`src/rtl/wb_stage_pkg.sv`:
```
// wb_stage_pkg: shared write-back select codes, load type codes and register-file constants
package wb_stage_pkg;

    localparam int GPR_COUNT = 32;

    localparam logic [1:0] WB_SEL_ALU  = 2'd0;
    localparam logic [1:0] WB_SEL_LOAD = 2'd1;
    localparam logic [1:0] WB_SEL_LINK = 2'd2;
    localparam logic [1:0] WB_SEL_RSVD = 2'd3;

    localparam logic [2:0] LD_LB  = 3'd0;
    localparam logic [2:0] LD_LH  = 3'd1;
    localparam logic [2:0] LD_LW  = 3'd2;
    localparam logic [2:0] LD_LBU = 3'd4;
    localparam logic [2:0] LD_LHU = 3'd5;

    function automatic logic load_type_known(input logic [2:0] t);
        return t == LD_LB || t == LD_LH || t == LD_LW || t == LD_LBU || t == LD_LHU;
    endfunction

endpackage

```
`src/rtl/wb_stage_if.sv`:
```
// wb_stage_if: MEM-side inputs and RF/bypass outputs of the write-back stage
interface wb_stage_if #(
    parameter int DATA_W = 32,
    parameter int ADDR_W = 5,
    parameter int CNT_W  = 32
);
    logic              stall;
    logic              flush;
    logic              mem_valid;
    logic              mem_reg_write;
    logic [ADDR_W-1:0] mem_rd_addr;
    logic [1:0]        mem_wb_sel;
    logic [2:0]        mem_load_type;
    logic [DATA_W-1:0] mem_alu_result;
    logic [DATA_W-1:0] mem_load_data;
    logic [DATA_W-1:0] mem_pc_plus4;
    logic [ADDR_W-1:0] RdAddr;
    logic [DATA_W-1:0] RdData;
    logic              RegWrite;
    logic              fwd_valid;
    logic [ADDR_W-1:0] fwd_addr;
    logic [DATA_W-1:0] fwd_data;
    logic              misalign_err;
    logic [CNT_W-1:0]  retired_count;

    modport master (
        output stall, flush, mem_valid, mem_reg_write, mem_rd_addr, mem_wb_sel,
               mem_load_type, mem_alu_result, mem_load_data, mem_pc_plus4,
        input  RdAddr, RdData, RegWrite, fwd_valid, fwd_addr, fwd_data,
               misalign_err, retired_count
    );

    modport slave (
        input  stall, flush, mem_valid, mem_reg_write, mem_rd_addr, mem_wb_sel,
               mem_load_type, mem_alu_result, mem_load_data, mem_pc_plus4,
        output RdAddr, RdData, RegWrite, fwd_valid, fwd_addr, fwd_data,
               misalign_err, retired_count
    );
endinterface

```
`src/rtl/wb_stage_load_align.sv`:
```
// load_align: little-endian byte/half/word select with sign/zero extension and misalignment detect
module load_align
    import wb_stage_pkg::*;
#(
    parameter int DATA_W = 32
) (
    input  logic [DATA_W-1:0] word,
    input  logic [1:0]        addr,
    input  logic [2:0]        load_type,
    output logic [DATA_W-1:0] value,
    output logic              misalign
);
    logic [7:0]  b;
    logic [15:0] h;

    // pick the addressed lane, then extend according to the load type
    always_comb begin
        b = word[{addr, 3'b000} +: 8];
        h = addr[1] ? word[31:16] : word[15:0];
        value = load_type == LD_LB  ? {{(DATA_W-8){b[7]}}, b} :
                load_type == LD_LBU ? {{(DATA_W-8){1'b0}}, b} :
                load_type == LD_LH  ? {{(DATA_W-16){h[15]}}, h} :
                load_type == LD_LHU ? {{(DATA_W-16){1'b0}}, h} :
                load_type == LD_LW  ? word : '0;
        misalign = ((load_type == LD_LH || load_type == LD_LHU) && addr[0]) ||
                   (load_type == LD_LW && addr != 2'd0) ||
                   !load_type_known(load_type);
    end
endmodule

```
`src/rtl/wb_stage.sv`:
```
// wb_stage: MEM/WB pipeline register, write-back select, RF write gating and retire counter
module wb_stage
    import wb_stage_pkg::*;
#(
    parameter int DATA_W = 32,
    parameter int ADDR_W = 5,
    parameter int CNT_W  = 32
) (
    input logic    clk,
    input logic    rst_n,
    wb_stage_if.slave bus
);
    logic              valid;
    logic              reg_write;
    logic [ADDR_W-1:0] rd_addr;
    logic [1:0]        wb_sel;
    logic [2:0]        load_type;
    logic [DATA_W-1:0] alu_result;
    logic [DATA_W-1:0] load_data;
    logic [DATA_W-1:0] pc_plus4;
    logic [CNT_W-1:0]  retired_count;
    logic [DATA_W-1:0] aligned;
    logic              ld_misalign;
    logic              misalign_err;
    logic [DATA_W-1:0] rd_data;
    logic              write_en;

    // pipeline register: flush loads a bubble and beats stall, stall holds
    always_ff @(posedge clk or negedge rst_n) begin
        if (!rst_n) begin
            valid      <= 1'b0;
            reg_write  <= 1'b0;
            rd_addr    <= '0;
            wb_sel     <= '0;
            load_type  <= '0;
            alu_result <= '0;
            load_data  <= '0;
            pc_plus4   <= '0;
        end else if (bus.flush) begin
            valid      <= 1'b0;
            reg_write  <= 1'b0;
            rd_addr    <= '0;
            wb_sel     <= '0;
            load_type  <= '0;
            alu_result <= '0;
            load_data  <= '0;
            pc_plus4   <= '0;
        end else if (!bus.stall) begin
            valid      <= bus.mem_valid;
            reg_write  <= bus.mem_reg_write;
            rd_addr    <= bus.mem_rd_addr;
            wb_sel     <= bus.mem_wb_sel;
            load_type  <= bus.mem_load_type;
            alu_result <= bus.mem_alu_result;
            load_data  <= bus.mem_load_data;
            pc_plus4   <= bus.mem_pc_plus4;
        end
    end

    // count every real instruction that actually enters the stage
    always_ff @(posedge clk or negedge rst_n) begin
        if (!rst_n)
            retired_count <= '0;
        else if (!bus.flush && !bus.stall && bus.mem_valid)
            retired_count <= retired_count + CNT_W'(1);
    end

    load_align #(.DATA_W(DATA_W)) u_align (
        .word      (load_data),
        .addr      (alu_result[1:0]),
        .load_type (load_type),
        .value     (aligned),
        .misalign  (ld_misalign)
    );

    // result select and write gating; R0 and faulting loads never reach the RF
    always_comb begin
        misalign_err = valid && wb_sel == WB_SEL_LOAD && ld_misalign;
        rd_data = wb_sel == WB_SEL_ALU  ? alu_result :
                  wb_sel == WB_SEL_LOAD ? aligned :
                  wb_sel == WB_SEL_LINK ? pc_plus4 : '0;
        write_en = valid && reg_write && rd_addr != '0 && !misalign_err && wb_sel != WB_SEL_RSVD;
    end

    assign bus.RdAddr        = rd_addr;
    assign bus.RdData        = rd_data;
    assign bus.RegWrite      = write_en;
    assign bus.fwd_valid     = write_en;
    assign bus.fwd_addr      = rd_addr;
    assign bus.fwd_data      = rd_data;
    assign bus.misalign_err  = misalign_err;
    assign bus.retired_count = retired_count;
endmodule

```
`src/flat_wrapper.sv`:
```
// flat-port wrapper written by rule: the top's interface ports become plain ports
module wb_stage_flat import wb_stage_pkg::*;
#(
    parameter int DATA_W = 32,
    parameter int ADDR_W = 5,
    parameter int CNT_W  = 32
)
  (clk, rst_n, bus_stall, bus_flush, bus_mem_valid, bus_mem_reg_write, bus_mem_rd_addr, bus_mem_wb_sel, bus_mem_load_type, bus_mem_alu_result, bus_mem_load_data, bus_mem_pc_plus4, bus_RdAddr, bus_RdData, bus_RegWrite, bus_fwd_valid, bus_fwd_addr, bus_fwd_data, bus_misalign_err, bus_retired_count);
  wb_stage_if #(.DATA_W(DATA_W), .ADDR_W(ADDR_W), .CNT_W(CNT_W)) bus_i ();
  input logic clk;
  input logic rst_n;
  input wire logic [$bits(bus_i.stall)-1:0] bus_stall;
  input wire logic [$bits(bus_i.flush)-1:0] bus_flush;
  input wire logic [$bits(bus_i.mem_valid)-1:0] bus_mem_valid;
  input wire logic [$bits(bus_i.mem_reg_write)-1:0] bus_mem_reg_write;
  input wire logic [$bits(bus_i.mem_rd_addr)-1:0] bus_mem_rd_addr;
  input wire logic [$bits(bus_i.mem_wb_sel)-1:0] bus_mem_wb_sel;
  input wire logic [$bits(bus_i.mem_load_type)-1:0] bus_mem_load_type;
  input wire logic [$bits(bus_i.mem_alu_result)-1:0] bus_mem_alu_result;
  input wire logic [$bits(bus_i.mem_load_data)-1:0] bus_mem_load_data;
  input wire logic [$bits(bus_i.mem_pc_plus4)-1:0] bus_mem_pc_plus4;
  output wire logic [$bits(bus_i.RdAddr)-1:0] bus_RdAddr;
  output wire logic [$bits(bus_i.RdData)-1:0] bus_RdData;
  output wire logic [$bits(bus_i.RegWrite)-1:0] bus_RegWrite;
  output wire logic [$bits(bus_i.fwd_valid)-1:0] bus_fwd_valid;
  output wire logic [$bits(bus_i.fwd_addr)-1:0] bus_fwd_addr;
  output wire logic [$bits(bus_i.fwd_data)-1:0] bus_fwd_data;
  output wire logic [$bits(bus_i.misalign_err)-1:0] bus_misalign_err;
  output wire logic [$bits(bus_i.retired_count)-1:0] bus_retired_count;
  assign bus_i.stall = bus_stall;
  assign bus_i.flush = bus_flush;
  assign bus_i.mem_valid = bus_mem_valid;
  assign bus_i.mem_reg_write = bus_mem_reg_write;
  assign bus_i.mem_rd_addr = bus_mem_rd_addr;
  assign bus_i.mem_wb_sel = bus_mem_wb_sel;
  assign bus_i.mem_load_type = bus_mem_load_type;
  assign bus_i.mem_alu_result = bus_mem_alu_result;
  assign bus_i.mem_load_data = bus_mem_load_data;
  assign bus_i.mem_pc_plus4 = bus_mem_pc_plus4;
  assign bus_RdAddr = bus_i.RdAddr;
  assign bus_RdData = bus_i.RdData;
  assign bus_RegWrite = bus_i.RegWrite;
  assign bus_fwd_valid = bus_i.fwd_valid;
  assign bus_fwd_addr = bus_i.fwd_addr;
  assign bus_fwd_data = bus_i.fwd_data;
  assign bus_misalign_err = bus_i.misalign_err;
  assign bus_retired_count = bus_i.retired_count;
  wb_stage #(.DATA_W(DATA_W), .ADDR_W(ADDR_W), .CNT_W(CNT_W)) u_core (.clk(clk), .rst_n(rst_n), .bus(bus_i));
endmodule
```
`config.mk`:
```
export PLATFORM = sky130hd
export DESIGN_NAME = wb_stage_flat
export DESIGN_NICKNAME = d
export VERILOG_FILES = /design/src/rtl/wb_stage_pkg.sv /design/src/rtl/wb_stage_if.sv /design/src/rtl/wb_stage_load_align.sv /design/src/rtl/wb_stage.sv /design/src/flat_wrapper.sv
export SDC_FILE = /design/constraint.sdc
export NUM_CORES = 1
export LEC_CHECK = 0
export ABC_AREA = 1
export ABC_CLOCK_PERIOD_IN_PS = 2300
export CAP_MARGIN = 10
export CORE_MARGIN = 2
export CORE_UTILIZATION = 49
export DETAILED_ROUTE_END_ITERATION = 10
export GPL_ROUTABILITY_DRIVEN = 0
export PLACE_DENSITY = 0.82
export SYNTH_ARGS = -nofsm -noshare
export SYNTH_HDL_FRONTEND = slang
export SYNTH_SLANG_ARGS = --single-unit
```
`constraint.sdc`:
```
create_clock -name clk -period 2.3 [get_ports clk]
set_input_delay 0.345 -clock clk [delete_from_list [all_inputs] [get_ports clk]]
set_output_delay 0.345 -clock clk [all_outputs]
set_load 0.02 [all_outputs]
```
==> impl_metrics.ini, run 1 <==
[outcome]
run_status = finished, violations left
violations = setup timing

[layout]
final_nets = 1410
drive_gt1_frac = 0.1735
utilization = 0.7083
layout.cells.non_filler = 1525
mostFrequentLayoutCells = nand2_1 (356), clkdlybuf4s50_1 (152), dfrtp_1 (136), inv_1 (128), o21ai_0 (102)
syn_to_final_growth_pct = 42.51
layout_commonest_cell = nand2_1

[global_route]
grt-ovfl-total = 0
grt_usage = 0.2878
grt_pass1_vias = 7603
grt_first_pass_wirelength_um = 38030
grt_max_degree = 108
antenna_found_initial = 1

[place]
hpwl_um = 17290
io_buffers = 220
dpl.cell_count = 1472

[power_and_ir_drop]
peakVddDrop_uv = 1010
combPwrFrac = 0.224
p_int_mw = 5.166
p_per_area_nw_per_um2 = 647.5
p_sw_mw = 2.068
clockPowerShare = 0.399
p_leak_nw = 5.413
seq_power_share = 0.377
swShare = 0.2859

[yosys]
ys_seq_elements = 140
synth_top_family_by_area = simple AND/OR/NAND/NOR gates
ys_types = 32
synth_simple_gate_area_frac = 0.2726
yosys.area.top_type = dfrtp_1
synth_fp_nets = 1194
ys.warnings.count = 0
ys_top_cells_by_area = dfrtp_1 (45%), nand2_1 (18%), o21ai_0 (8.0%), inv_1 (6.2%), nand3_1 (4.1%)
synthXorXnorAreaFrac = 0.01676
netlist_instances = 1081
avgSynthCellArea_um2 = 7.251
synthAdderAreaFrac = 0.001596
synth_top_area_share = 0.4469
synthMuxAreaShare = 0
ys_seq_area_frac = 0.4469
syn_area_um2 = 7839
synth_compound_area_frac = 0.1263

[cts]
cts_root_buffer = clkbuf_16
numCtsBuffers = 17
htree_num_levels = 4
cts_buffer_depth = 2
cts.clk_slew.worst_paths_ps = 60
cts_tree = done
clkLatencyLatePin_ps = 420
clock_sinks = 140

[timing]
fin_worst_skew_ps = 4.951
layout_min_cycle_time_ps = 2406
relSlewSlack = 0.6695
hold_slack_ps = 458.5
setup_slack_ps = -106.2
post-route-period-util = 1.046
fmax_ghz = 0.4156
worst_pin_slew_ps = 495.7
setup_viol_count_final = 30
final_hold_viol_count = 0
drv_slew = 0
grt_setup_unrepaired = yes

[drt]
drc = 0
wl_per_cell_um = 16.75
vias_per_cell = 5.296
vias = 8076
dr.pass1.iters = 7
dr_wl_met3_um = 2638
wl_met2_um = 12540
finalWirelength_um = 25540
top_layer = met4
final_antenna_net_count = 0
wl_met1_um = 9557
drtIter0Drc = 777

[floorplan]
die_width_um = 130.5
fp.dieH_um = 130.5
start_util = 0.4971
ios = 221
core_um2 = 15770
dieArea_um2 = 17030
num_rows = 46

[setup_path]
cp-start-kind = register
reg2reg_to = u_core.bus.retired_count[26]
worstReg2RegStart = u_core.bus.retired_count[1]
crit_type = register to output pin
required_ps = 1960
end_kind = output pin
ff2ff_setup_slack_ps = 640
path_max_fanout = 8
arrival_ps = 2060
rr_worst_depth = 7

[job]
maxCapViolCount = 0

[hold_path]
min_path_type = input port to async pin
[registers in the layout, summed over array words and instances (netlist names)]
name and cells:
u_core.valid 1, u_core.bus.retired_count 32, u_core.load_data 32, u_core.alu_result 32
u_core.bus.RdAddr 5, u_core.load_type 3, u_core.wb_sel 2, u_core.reg_write 1
u_core.pc_plus4 32
[how the worst max path moves through the flow]
stage	startpoint	endpoint	slack (ps)	depth (start not counted)
after floorplan	u_core.alu_result[1]	bus_fwd_valid	100	8
after global placement	u_core.alu_result[0]	bus_fwd_data[28]	-70	8
after detailed placement	u_core.alu_result[0]	bus_fwd_data[28]	-80	8
after CTS	u_core.alu_result[1]	bus_RdData[27]	-130	9
after global routing	u_core.alu_result[1]	bus_RdData[20]	-150	10
final	u_core.alu_result[1]	bus_RdData[20]	-110	10
[synthesized netlist by cell type]
library cell	count
nor2_1	55
clkbuf_8	6
nor2_8	1
a21oi_1	3
xor2_1	11
buf_6	1
inv_2	2
o21a_1	1
o21ai_0	125
a21o_1	14
or2_1	1
clkbuf_1	23
nand3_1	64
inv_1	130
nor3_1	2
xnor2_1	4
buf_2	8
buf_1	7
nor2b_1	1
nand3_2	1
nand4_1	9
o22ai_1	27
nor2_2	6
o211ai_1	9
nand2_4	1
nand3b_1	2
nand2_1	383
buf_8	1
dfrtp_1	140
ha_1	1
clkinv_1	2
buf_4	40
[worst max-delay path, stage by stage (launching register included)]
cell and delay (ps):
dfrtp_2 460, buf_12 150, nand2_4 50, o21ai_2 60
or2_4 250, buf_6 140, nand2_2 60, nand2_1 50
a21o_1 160, buf_4 130, buf_6 120
[metal layers]
| layer | track usage | vias up |
|---|---|---|
| met3 | 0.09772 | 76 |
| li1 | - | 3799 |
| met5 | 0 | - |
| met1 | 0.3496 | 3763 |
| met2 | 0.4767 | 438 |
| met4 | 0.1089 | 0 |
[power groups by stage]
stage	logic [mW]	registers (mW)	clock network (mW)
floorplan	0.753	2.79	0
global placement	1.47	2.76	0
detailed placement	1.49	2.76	0
CTS	1.49	2.72	2.90
global route	1.74	2.75	3.02
finish	1.62	2.73	2.88
[stage by stage]
stage | worst slack [ps] | power (mW) | setup TNS (ps) | instance area, µm²
final | -106.2 | 7.234 | -1331 | 11170
after global routing | -153.1 | 7.510 | -4027 | 11170
after CTS | -132.3 | 7.113 | -1478 | 10780
after detailed placement | -77.00 | 4.254 | -2126 | 10160
after global placement | -72.52 | 4.225 | -2187 | 10160
after floorplan | 101.1 | 3.548 | 0 | 7839
[cell type report]
class	count	area, µm²
inverter	134	509.2
clock inverter	12	172.7
tap	216	270.3
sequential	140	3508
multi-input combinational	721	3492
fill	1231	4599
antenna	1	2.502
timing repair buffer	283	2776
clock buffer	18	439.2
[cell families after synthesis]
family | after synthesis
buffers and inverters | 220
flip-flops | 140
AO/OA/AOI/OAI | 179
adder cells (fa/ha/maj) | 1
XOR/XNOR | 15
AND/OR/NAND/NOR | 526
[what timing repair did]
action                                  4_1_cts  5_1_grt
endpoints found under the setup margin       67       67
buffers inserted                              8       12
pin swaps                                     3       16
hold buffers                                  1        0
gates cloned                                  0        1
endpoints found under the hold margin        50        0
gates resized for setup                     323      139
Power figures use the tool's default switching activity.
==> run 2: changes to the inputs <==
--- a/config.mk
+++ b/config.mk
@@ -13,6 +13,7 @@
 export DETAILED_ROUTE_END_ITERATION = 10
 export GPL_ROUTABILITY_DRIVEN = 0
 export PLACE_DENSITY = 0.82
+export REMOVE_ABC_BUFFERS = 1
 export SYNTH_ARGS = -nofsm -noshare
 export SYNTH_HDL_FRONTEND = slang
 export SYNTH_SLANG_ARGS = --single-unit
==> impl_metrics.ini, run 2 (synthesis gave the netlist of run 1 again) <==
[outcome]
run_status = finished, violations left
violations = setup timing

[global_route]
gr-max-usage-layer = met2
antenna_found_initial = 0
grt_pass1_vias = 7464
grt_first_pass_wirelength_um = 36980
grt_usage = 0.2785
grt_use_met1 = 0.3580
met3_usage = 0.05334
grt-ovfl-total = 0
grt_max_degree = 108
grt_use_met2 = 0.4816

[drt]
wl_per_cell_um = 15.84
dr.pass1.iters = 5
finalWirelength_um = 23860
final_antenna_net_count = 0
drtIter0Drc = 730
vias_per_cell = 5.191
drc = 0
vias = 7818

[timing]
fmax_ghz = 0.4260
post-route-period-util = 1.021
setup_viol_count_final = 19
drv_slew = 0
setup_tns_ps = -340.2
layout_min_cycle_time_ps = 2347
fin_worst_skew_ps = 8.600
final_hold_viol_count = 0
grt_setup_unrepaired = yes
relSlewSlack = 0.6610
setup_slack_ps = -47.46
worst_pin_slew_ps = 508.6
hold_slack_ps = 441.4

[setup_path]
rr_worst_depth = 8
worstReg2RegStart = u_core.bus.retired_count[1]
cp_common_cell = nand2_1
reg2reg_to = u_core.bus.retired_count[16]
critPathLaunch = u_core.load_type[2]
path_max_fanout = 15
cp-start-kind = register
cp_slowest_cell = dfrtp_1
end_kind = output pin
ff2ff_setup_slack_ps = 650
required_ps = 1960
slowest_delay_ps = 410
arrival_ps = 2000
crit_type = register to output pin
worstPathCellList = nor2_1 > nand2_1 > buf_4 > o21ai_0 > nand2_1 > nand2_1 > a21o_1 > buf_2

[place]
hpwl_um = 16570
dp_slack_ps = -54.62
dpl.cell_count = 1470
io_buffers = 220
place_area_um2 = 10140

[floorplan]
core_um2 = 15770
num_rows = 46
fp.dieH_um = 130.5
die_width_um = 130.5
ios = 221
start_util = 0.4971
dieArea_um2 = 17030

[cts]
cts_root_buffer = clkbuf_16
numCtsBuffers = 17
htree_num_levels = 4
cts.clk_slew.worst_paths_ps = 60
clock_sinks = 140
cts_buffer_depth = 2
cts_tree = done
clkLatencyLatePin_ps = 430

[layout]
mostFrequentLayoutCells = nand2_1 (368), clkdlybuf4s50_1 (152), dfrtp_1 (137), inv_1 (129), o21ai_0 (106)
fill_cells = 1358
fin_area_um2 = 10720
syn_to_final_growth_pct = 36.81
final_nets = 1389
layout.cells.non_filler = 1506
utilization = 0.6800
drive_gt1_frac = 0.1427
layout_commonest_cell = nand2_1

[hold_path]
min_path_type = input port to async pin

[power_and_ir_drop]
p_per_area_nw_per_um2 = 649.4
power_mw = 6.964
peakVddDrop_uv = 556.4
p_leak_nw = 5.229

[job]
maxCapViolCount = 0
==> run 2: cell types whose count changed in the layout (fill, tap and decap cells not counted), sizes merged <==
cell           delta
clkbuf            +1
clkinv            +1
bufinv            -2
dlygate4sd2       -1
buf              -19
clkdlybuf4s15     +1
==> run 2: critical path, delay by kind of cell (launching register included) <==
kind,cells,cell delay (ps)
AOI/OAI and AO/OA,2,320
DFF,1,410
and+or+nand+nor,4,470
buffers and inverters,2,380
==> run 2: how the worst max path moves through the flow <==
stage                     slack, ps  cells after the start                            to
after floorplan               -1820                      8  u_core.bus.retired_count[17]
after global placement          -30                     10                bus_RdData[22]
after detailed placement        -50                      8                bus_RdData[19]
after CTS                      -100                     10                bus_RdData[22]
after global routing           -140                      9                bus_RdData[20]
final                           -50                      8                bus_RdData[31]
==> run 2: per-layer routing <==
layer | routed length (µm) | share of wire | vias up
met5 | 0 | 0 | -
met4 | 419 | 0.018 | 0
met3 | 1706 | 0.072 | 36
li1 | - | - | 3758
met1 | 10020 | 0.42 | 3721
met2 | 11710 | 0.49 | 303
==> run 2: timing repair <==
action                                  4_1_cts  5_1_grt
endpoints found under the hold margin        48        0
hold buffers                                  1        0
cloned                                        0        0
pin swaps                                     1       10
setup buffers                                 1        1
resized for setup                           292       88
endpoints found under the setup margin       67       67
==> run 2: cell type report <==
cell class	instances	area, µm²	share of cell area
Timing Repair Buffer	262	2454	0.2288
Multi-Input combinational cell	721	3396	0.3167
Antenna cell	1	2.502	0.0002333
Clock buffer	21	470.5	0.04387
Sequential cell	140	3507	0.3270
Inverter	134	506.7	0.04725
Tap cell	216	270.3	0.02520
Clock inverter	11	117.6	0.01097
==> run 2: power breakdown <==
part	switching [mW]	leakage [nW]	internal [mW]
sequential	0.120	1.87	2.61
clock	1.07	0.289	1.67
combinational	0.841	3.07	0.646
total	2.03	5.23	4.93
==> run 3: changes to the inputs <==
--- a/config.mk
+++ b/config.mk
@@ -13,6 +13,7 @@
 export DETAILED_ROUTE_END_ITERATION = 10
 export GPL_ROUTABILITY_DRIVEN = 0
 export PLACE_DENSITY = 0.82
+export RECOVER_POWER = 100
 export REMOVE_ABC_BUFFERS = 1
 export SYNTH_ARGS = -nofsm -noshare
 export SYNTH_HDL_FRONTEND = slang
==> impl_metrics.ini, run 3 (synthesis gave the netlist of run 1 again) <==
[floorplan]
dieArea_um2 = 17030
start_util = 0.4971
fp.dieH_um = 130.5
num_rows = 46
core_um2 = 15770
ios = 221
die_width_um = 130.5

[job]
maxCapViolCount = 0

[timing]
final_hold_viol_count = 0
post-route-period-util = 1.013
worst_pin_slew_ps = 1337
fmax_ghz = 0.4293
layout_min_cycle_time_ps = 2329
relSlewSlack = 0.1084
setup_slack_ps = -29.15
setup_viol_count_final = 11
fin_worst_skew_ps = 10.10
drv_slew = 0
grt_setup_unrepaired = yes

[outcome]
violations = setup timing
run_status = finished, violations left

[cts]
clock_sinks = 140
cts.clk_slew.worst_paths_ps = 60
cts_buffer_depth = 2
htree_num_levels = 4
clkLatencyLatePin_ps = 430
cts_tree = done
numCtsBuffers = 17
cts_root_buffer = clkbuf_16

[setup_path]
end_kind = output pin
path_max_fanout = 3
required_ps = 1960
critPathLaunch = u_core.load_type[0]
cp_slowest_cell = dfrtp_1
path_buf_inv = 4
crit_type = register to output pin
worstReg2RegStart = u_core.bus.retired_count[1]
cp_top_family = simple AND/OR/NAND/NOR gates
cp_common_cell = buf_6
ff2ff_setup_slack_ps = 560
worstPathCellList = inv_2 > nor2_8 > nand2_4 > or2_4 > buf_6 > buf_6 > nand2_4 > nand2_2 > nand2_2 > nand3_4 > buf_6
slowest_delay_ps = 390
cp-start-kind = register
arrival_ps = 1980

[layout]
fill_cells = 1371
layout_commonest_cell = nand2_1
mostFrequentLayoutCells = nand2_1 (368), dfrtp_1 (137), inv_1 (129), clkdlybuf4s50_1 (110), o21ai_0 (106)
drive_gt1_frac = 0.1373
final_nets = 1389
syn_to_final_growth_pct = 35.80
multi_input_area_um2 = 3368
regArea_um2 = 3507
utilization = 0.6750

[global_route]
grt_first_pass_wirelength_um = 36980
grt_use_met2 = 0.4816
gr-max-usage-layer = met2
grt_use_met1 = 0.3580
grt_max_degree = 108
grt_pass1_vias = 7464
antenna_found_initial = 0
grt_usage = 0.2785
met3_usage = 0.05334
grt-ovfl-total = 0

[drt]
drtIter0Drc = 721
final_antenna_net_count = 0
vias = 7790
finalWirelength_um = 23850
drc = 0
dr.pass1.iters = 5
vias_per_cell = 5.173
wl_per_cell_um = 15.84

[power_and_ir_drop]
peakVddDrop_uv = 558.1
p_leak_nw = 5.335
p_per_area_nw_per_um2 = 651.3

[place]
dp_slack_ps = -54.62
hpwl_um = 16570
io_buffers = 220

[hold_path]
min_path_type = input port to register
hp-start = bus_mem_pc_plus4[3]
==> run 3: cell count changes in the layout (fill, tap and decap cells not counted), moves of 2 or more <==
cell / before / now
buf_2: 32 / 30
nor2_2: 6 / 4
nand3_2: 9 / 6
buf_4: 44 / 38
nor2_1: 53 / 56
nand3_1: 55 / 58
buf_12: 7 / 5
clkbuf_2: 0 / 9
dlygate4sd3_1: 1 / 43
clkdlybuf4s50_1: 152 / 110
==> run 3: layer usage <==
metal | vias to the layer above | share of wire
met5 | - | 0
met4 | 0 | 0.017
met3 | 36 | 0.069
met2 | 289 | 0.49
met1 | 3699 | 0.42
li1 | 3766 | -
==> run 3: path summary, 6_finish.rpt <==
check,to,cells after the start
max in group asynchronous,u_core.alu_result[1],3
max reg2reg,u_core.bus.retired_count[26],7
min reg2reg,u_core.alu_result[12],2
max,bus_RdData[22],11
min,u_core.pc_plus4[3],3
min in group asynchronous,u_core.alu_result[16],2
==> run 3: timing repair <==
item                                    4_1_cts  5_1_grt
pin swaps                                     1       10
resized for setup                           292       88
hold endpoints to repair                     48        0
buffers inserted                              1        1
hold buffers                                  1        0
endpoints found under the setup margin       67       67
==> run 3: layout make-up <==
cell class / instances / area share
sequential: 140 / 0.3295
multi-input combinational: 721 / 0.3164
timing repair buffer: 262 / 0.2257
inverter: 134 / 0.04760
clock buffer: 21 / 0.04419
tap: 216 / 0.02539
clock inverter: 11 / 0.01105
antenna: 1 / 0.0002351
==> run 3: per-stage QoR <==
step	power [mW]	hold WS (ps)	cell area, µm²	instances	TNS [ps]
2_1_floorplan	3.422	49.41	7277	995	-81170
3_3_place_gp	4.228	330.8	10140	1470	-80.82
3_5_place_dp	4.256	333.6	10140	1470	-971.1
4_1_cts	6.918	441.8	10490	1504	-229.9
5_1_grt	7.214	448.3	10640	1505	-6495
6_report	6.933	450.8	10650	1506	-144.5
==> run 3: where the power goes <==
group | internal (mW) | switching [mW]
Combinational | 0.618 | 0.835
Clock | 1.67 | 1.08
Sequential | 2.61 | 0.118
Total | 4.91 | 2.03
==> run 3: tightest hold or removal path, stage by stage <==
cell	delay, ps
clkdlybuf4s50_1	390
nand2_1	60
nand2_1	40
